[src/rtl/weight_load_sched.sv]
// Weight-load sequencer: scatters a host weight tile row-major across the column
// buffers, then drains them with a one-step-per-column skew for the systolic array.
module weight_load_sched #(
    parameter int NUM_COLS = 4,
    parameter int DEPTH    = 8
) (
    input  logic                       clk,
    input  logic                       rst,
    input  logic                       start,
    input  logic [7:0]                 tile_rows,
    input  logic                       host_valid,
    input  logic signed [15:0]         host_data,
    output logic                       host_ready,
    output logic [NUM_COLS-1:0]        buf_valid_data_out,
    output logic signed [15:0]         buf_data_out,
    input  logic                       drain_en,
    output logic [NUM_COLS-1:0]        buf_valid_in_out,
    output logic                       busy,
    output logic                       done,
    output logic                       err
);

    localparam int CW = $clog2(NUM_COLS);
    localparam logic [CW-1:0] LAST_COL = CW'(NUM_COLS - 1);

    typedef enum logic [1:0] {IDLE, LOAD, DRAIN, DONE} state_t;

    state_t                state_q, state_d;
    logic [CW-1:0]         col_q, col_d;
    logic [7:0]            row_q, row_d;
    logic [7:0]            rows_q, rows_d;
    logic [8:0]            step_q, step_d;
    logic [8:0]            last_step;
    logic [NUM_COLS-1:0]   col_onehot;
    logic [NUM_COLS-1:0]   drain_vec;
    logic [NUM_COLS-1:0]   vdata_d;
    logic [NUM_COLS-1:0]   vin_d;
    logic signed [15:0]    data_d;
    logic                  err_d;
    logic                  rows_ok;

    assign rows_ok    = (tile_rows != 8'd0) && (tile_rows <= 8'(DEPTH));
    assign last_step  = {1'b0, rows_q} + 9'(NUM_COLS - 2);
    assign col_onehot = NUM_COLS'(1) << col_q;
    assign host_ready = (state_q == LOAD);

    // Column c is dequeued on steps c .. c+rows-1, giving the diagonal wavefront.
    always_comb begin
        drain_vec = '0;
        for (int c = 0; c < NUM_COLS; c++) begin
            drain_vec[c] = (step_q >= 9'(c)) && (step_q < (9'(c) + {1'b0, rows_q}));
        end
    end

    always_ff @(posedge clk) begin
        if (rst) state_q <= IDLE;
        else     state_q <= state_d;
    end

    always_comb begin
        state_d = state_q;
        col_d   = col_q;
        row_d   = row_q;
        rows_d  = rows_q;
        step_d  = step_q;
        vdata_d = '0;
        vin_d   = '0;
        data_d  = buf_data_out;
        err_d   = 1'b0;
        case (state_q)
            IDLE: begin
                if (start) begin
                    if (rows_ok) begin
                        rows_d  = tile_rows;
                        col_d   = '0;
                        row_d   = 8'd0;
                        step_d  = 9'd0;
                        state_d = LOAD;
                    end else begin
                        err_d = 1'b1;
                    end
                end
            end
            LOAD: begin
                if (host_valid) begin
                    vdata_d = col_onehot;
                    data_d  = host_data;
                    if (col_q == LAST_COL) begin
                        col_d = '0;
                        if (row_q == rows_q - 8'd1) state_d = DRAIN;
                        else                        row_d   = row_q + 8'd1;
                    end else begin
                        col_d = col_q + CW'(1);
                    end
                end
            end
            DRAIN: begin
                // The final step is left visible for one cycle before DONE, so done trails the last strobe.
                if (step_q > last_step) begin
                    state_d = DONE;
                end else if (drain_en) begin
                    vin_d  = drain_vec;
                    step_d = step_q + 9'd1;
                end
            end
            DONE: begin
                state_d = IDLE;
            end
            default: state_d = IDLE;
        endcase
    end

    always_ff @(posedge clk) begin
        if (rst) begin
            col_q              <= '0;
            row_q              <= 8'd0;
            rows_q             <= 8'd0;
            step_q             <= 9'd0;
            buf_valid_data_out <= '0;
            buf_data_out       <= '0;
            buf_valid_in_out   <= '0;
            busy               <= 1'b0;
            done               <= 1'b0;
            err                <= 1'b0;
        end else begin
            col_q              <= col_d;
            row_q              <= row_d;
            rows_q             <= rows_d;
            step_q             <= step_d;
            buf_valid_data_out <= vdata_d;
            buf_data_out       <= data_d;
            buf_valid_in_out   <= vin_d;
            busy               <= (state_d != IDLE);
            done               <= (state_d == DONE);
            err                <= err_d;
        end
    end

endmodule

[config.mk]
export PLATFORM = sky130hd
export DESIGN_NAME = weight_load_sched
export DESIGN_NICKNAME = d
export VERILOG_FILES = /design/src/rtl/weight_load_sched.sv
export SDC_FILE = /design/constraint.sdc
export NUM_CORES = 1
export LEC_CHECK = 0
export CAP_MARGIN = 5
export CORE_ASPECT_RATIO = 1.1
export CORE_MARGIN = 3
export CORE_UTILIZATION = 45
export DETAILED_ROUTE_END_ITERATION = 10
export HOLD_SLACK_MARGIN = 0.12
export PLACE_DENSITY = 0.75
export SYNTH_ARGS = -nofsm -noshare
export SYNTH_HDL_FRONTEND = slang
export SYNTH_SLANG_ARGS = --single-unit
[constraint.sdc]
create_clock -name clk -period 8.3 [get_ports clk]
set_input_delay 2.075 -clock clk [delete_from_list [all_inputs] [get_ports clk]]
set_output_delay 2.075 -clock clk [all_outputs]
set_load 0.03 [all_outputs]
-- Yosys cells after proc, flatten, opt, wreduce, memory -nomap -nowiden
Index checks and enable logic that the tools add are counted.
W data, S select, Z words.
- bits in registers: 56
- bits in latches: 0
- bits in writable memories: 0
- memory bits (read-only): 0
- input bits: 29
- output and inout port bits: 28
- logic and storage cells: 90
- memories: 0
- add/sub/neg operators: 7
- $mul: 0
- divide/modulo/power cells: 0
- $lt $le $gt $ge: 10
- eq/ne operators: 13
- shifts and indexed selects: 1
- muxes and demuxes: 24
- bitwise gates (word level): 6
- reductions and logical operators: 18
- operators by type and width (operator ; count):
    $mux W8 ; 5
    $mux W9 ; 4
    $lt A9 B9 Y1 ; 3
    $mux W2 ; 10
    $add A2 B8 Y9 const A ; 2
    $ge A9 B1 Y1 const B ; 2
    $ge A9 B2 Y1 const B ; 2
    $pmux W9 S2 ; 1
    $pmux W8 S2 ; 1
    $ne A2 B2 Y1 const B ; 6
    $add A1 B8 Y9 const A ; 1
    $add A9 B1 Y9 const B ; 1
    $gt A9 B9 Y1 ; 1
    $lt A9 B8 Y1 ; 1
    $add A8 B1 Y8 const B ; 1
    $eq A2 B2 Y1 const B ; 4
    $eq A8 B8 Y1 ; 1
    $le A8 B4 Y1 const B ; 1
    $pmux W2 S4 ; 1
    $reduce_bool A8 Y1 ; 1
    $sub A8 B1 Y8 const B ; 1
    $not A1 Y1 ; 6
    $reduce_and A6 Y1 ; 1
    $reduce_bool A2 Y1 ; 3
    other kinds (14) ; 19

-- Logic depth before layout (Yosys ltp)
- depth after elaboration: 7
- mapped depth: 14
- depth with buffers taken out: 12

-- Worst setup path before layout
OpenSTA, ideal clock, no wires.
- path kind: input to register
- start: in tile_rows[4]
- end: reg row_q[7]
- setup time: 0.128 ns
- arrival: 3.918 ns
- required time: 8.172 ns
- setup slack: 4.254 ns
- cell stages on the path: 7
- buffers on the path: 0
- path through: or4_1 > nor4_4 > a21o_1 > nand3_1 > nor4b_1 > xnor2_1 > nor2_1
- longest elaborated chain between the ends: 4
- elaborated cells on any way between the ends: 5
- those cells by class: 1 x order compare; 1 x eq/ne; 3 x reduce/logical
- RTL lines (what ; line ; text):
    from (decl) ; 10 ; input logic [7:0] tile_rows,
    $le A8 B4 Y1 or $reduce_bool A8 Y1 (tied branches) ; 42 ; assign rows_ok = (tile_rows != 8'd0) && (tile_rows <= 8'(DEPTH));
    $logic_and A1 B1 Y1 (*) ; 42 ;
    $ne A2 B2 Y1 (no line) (*) ; n/a ;
    $reduce_and A6 Y1 (no line) (*) ; n/a ;
    to (signal assigned) ; 127 ; row_q <= row_d;
    to (decl) ; 30 ; logic [7:0] row_q, row_d;
Every way passes the cells marked *; elsewhere a longest branch is shown, timed or not.
A chain may end at the register's enable or synchronous reset.

-- Worst setup path after layout
- start: in tile_rows[4]
- end: reg step_q[7]
- longest elaborated chain between the ends: 4
- elaborated cells on any way between the ends: 5
- those cells by class: 1 x order compare; 1 x eq/ne; 3 x reduce/logical
- RTL lines (what ; line ; text):
    $le A8 B4 Y1 or $reduce_bool A8 Y1 (tied branches) ; 42 ;
    $logic_and A1 B1 Y1 (*) ; 42 ;
    $ne A2 B2 Y1 (no line) (*) ; n/a ;
    $reduce_and A5 Y1 (no line) (*) ; n/a ;
    to (signal assigned) ; 129 ; step_q <= step_d;
    to (decl) ; 32 ; logic [8:0] step_q, step_d;
Marked as above.

==> metrics <==
Period minus WS final 4429 ps; Core Footprint 7473 um2; post-synthesis async set-or-reset flop share 0%; Post-CTS Repair Setup Buffers 0; Post-synth EDFFs 0; placed insts 556; synth warn 0; CTS Hold Bufs 0; crit path launch type input pin; setup TNS 0 ps; clk_skew 7.471 ps; Worst Setup SP tile_rows[4]; CP dominant cell by count or4_1; Chip Width 89.84 um; gr usage total roughly 19%; fin crit share 53.36%; commonest cells after routing, fill and taps aside nand2_1, dfxtp_1, clkdlybuf4s50_1; drt via density 5.425; wirelength, routed slightly above 8 mm; # diodes 0; Num CTS Buffers 5; 1st-iter DRT viols 122; CTS tree yes; FF+latch count, synth 56; R2R Path Start rows_q[3]; total of max-cap violations 0; Syn Nets 485; Netlist Area Pre-Place 3480 um2; # IOs 57; Largest delay share family, worst path simple AND/OR/NAND/NOR gates; final-stage net count 531; Synth top area share between 30% and 40%; Unique masters post-synth 50; clock slew at reported path FFs roughly 110 ps; Mean Syn Cell Area about 8.4 um2; Slowest cell on crit path or4_1; Starting Density 46.56%; DIE HEIGHT approximately 98 um; largest net degree at the start of global routing 34; r2r setup slk between 4000 and 5000 ps; Seq/Total Area, Yosys 32.22%; Final Non-Filler Cells 565; Slew headroom 50.23%; critical path type in2reg; # fillers 689; crit-path max FO 15; Root Buffer clkbuf_8; Worst Setup End Kind register; vias in the first global route 3007; drt drc 0; RePlAce Congestion 0.9439; Critical Path AT 4670 ps; Stages on worst setup path 7; status complete, no violations; Clock Path Buffers 2; gr ovfl total 0; CTS HTree Levels 2; area of the multi-input gates ~2200 um2; clock sink total 56; antenna-violating nets left 0; row count 33; TritonRoute pass-1 iters 4; Sequential Area 1121 um2; initial antenna violation count 0; P per Cell Area 112.4 nW/um2; total die area slightly below 9000 um2; Leak 1.458 nW; setup violators final 0; # resized after CTS 0; commonest non-fill, non-tap cell in the layout nand2_1; vias 3065; clock latency on the worst-skew pair 320 ps; Reg2Reg Depth 13; maximum vdd drop 0.07717 mV; Worst EP required between 8000 and 9000 ps; Final Hold Fails 0; area leader, netlist dfxtp_1; RSZ-0062 raised after global routing no; Hold WC Path Type reg2reg; layout cells sized above 1 under 10%; CP max stage delay 600 ps; critical-path cell list clkdlybuf4s50_1 -> or4_1 -> nor4_4 -> a31oi_1 -> buf_4 -> or4_1 -> a21oi_1; fmax 225.8 MHz; global-route wire length before repair 13.68 mm; Port Buffer Count 56; Tightest Pin Transition 746.5 ps; CP endpoint step_q[7]; worst reg2reg path endpoint step_q[7]; Area Growth Syn to Fin 19.85%; Cells after Synth a little over 400; DP Wirelength 6.163 mm; top cells by area, synth dfxtp_1, ha_1, xnor2_1; Bufs and invs on worst path 2; Primary FF master, synth dfxtp_1; Routed WL per cell 14.30 um; Final Max Slew Viols 0
## state kept, by name, summed over array words and instances, names as in the netlist
signal              count
buf_data_out           16
buf_valid_data_out      4
buf_valid_in_out        4
busy                    1
col_q                   2
err                     1
step_q                  9
done                    1
state_q                 2
rows_q                  8
row_q                   8
## metal layers
metal | track usage, % | part of all wire (%)
met5 | 0 | 0
met4 | 5.307 | 1.3
met3 | 4.854 | 5.6
met2 | 33.56 | 50
met1 | 21.60 | 43
## synth_stat cells (all sizes together), types with 2 or more instances
master and n:
a211oi 3, a21o 3, a21oi 42, a31oi 3, and3 3, buf 10, clkbuf 9, dfxtp 56
ha 43, inv 14, nand2 60, nand2b 6, nand3 10, nand4 3, nor2 27, nor2b 6
nor3 14, nor4 10, nor4b 3, o211ai 3, o21a 8, o21ai 12, o31a 2, o31ai 4
or3 5, or3b 2, or4 5, xnor2 29, xor2 3
## worst min-delay path, cell delays in order (launching register included)
cell	delay (ps)
dfxtp_1	320
nand2_1	50
a21oi_1	50
## through the flow
stage	utilization [%]	cell area, um2	worst slack [ps]	power (W)	hold WS (ps)
after floorplan	-	3480	4254	0.0002919	477.2
after detailed placement	54.33	4060	3431	0.0003102	448.4
after global routing	55.80	4170	3740	0.0004876	481.5
final	55.80	4170	3871	0.0004687	460.3
after CTS	55.70	4163	3761	0.0004739	463.1
after global placement	54.33	4060	3510	0.0003097	441.3
## cell families after synthesis
logic type,Yosys count,synth area share (%)
AO/OA/AOI/OAI,87,15.68
XOR/XNOR,32,8.055
adder cells (fa/ha/maj),43,15.46
buffers and inverters,34,5.034
flip-flops,56,32.22
multiplexers,1,0.4314
AND/OR/NAND/NOR,160,23.12
## cell type report
class | count | area share, %
repair buffers | 58 | 13.80
well taps | 105 | 3.150
clock buffers | 5 | 1.650
inverters | 15 | 1.350
multi-input cells | 323 | 52.36
flip-flops and latches | 56 | 26.88
clock inverters | 3 | 0.8101
## report_power, final
part / switching (W) / internal [W]
registers: 0.00000122 / 0.000270
logic: 0.0000149 / 0.0000183
clock network: 0.000101 / 0.0000638
total: 0.000117 / 0.000352
## worst min-delay path by stage
| stage | start | endpoint | cells past startpoint |
|---|---|---|---|
| 3_3_place_gp | buf_data_out[15] | buf_data_out[15] | 2 |
| 3_5_place_dp | buf_data_out[11] | buf_data_out[11] | 2 |
| 6_report | buf_data_out[7] | buf_data_out[7] | 2 |
| 2_1_floorplan | col_q[1] | buf_valid_data_out[1] | 1 |
| 5_1_grt | buf_data_out[9] | buf_data_out[9] | 2 |
| 4_1_cts | buf_data_out[7] | buf_data_out[7] | 2 |
No activity file was read; power rests on OpenSTA's default activity.
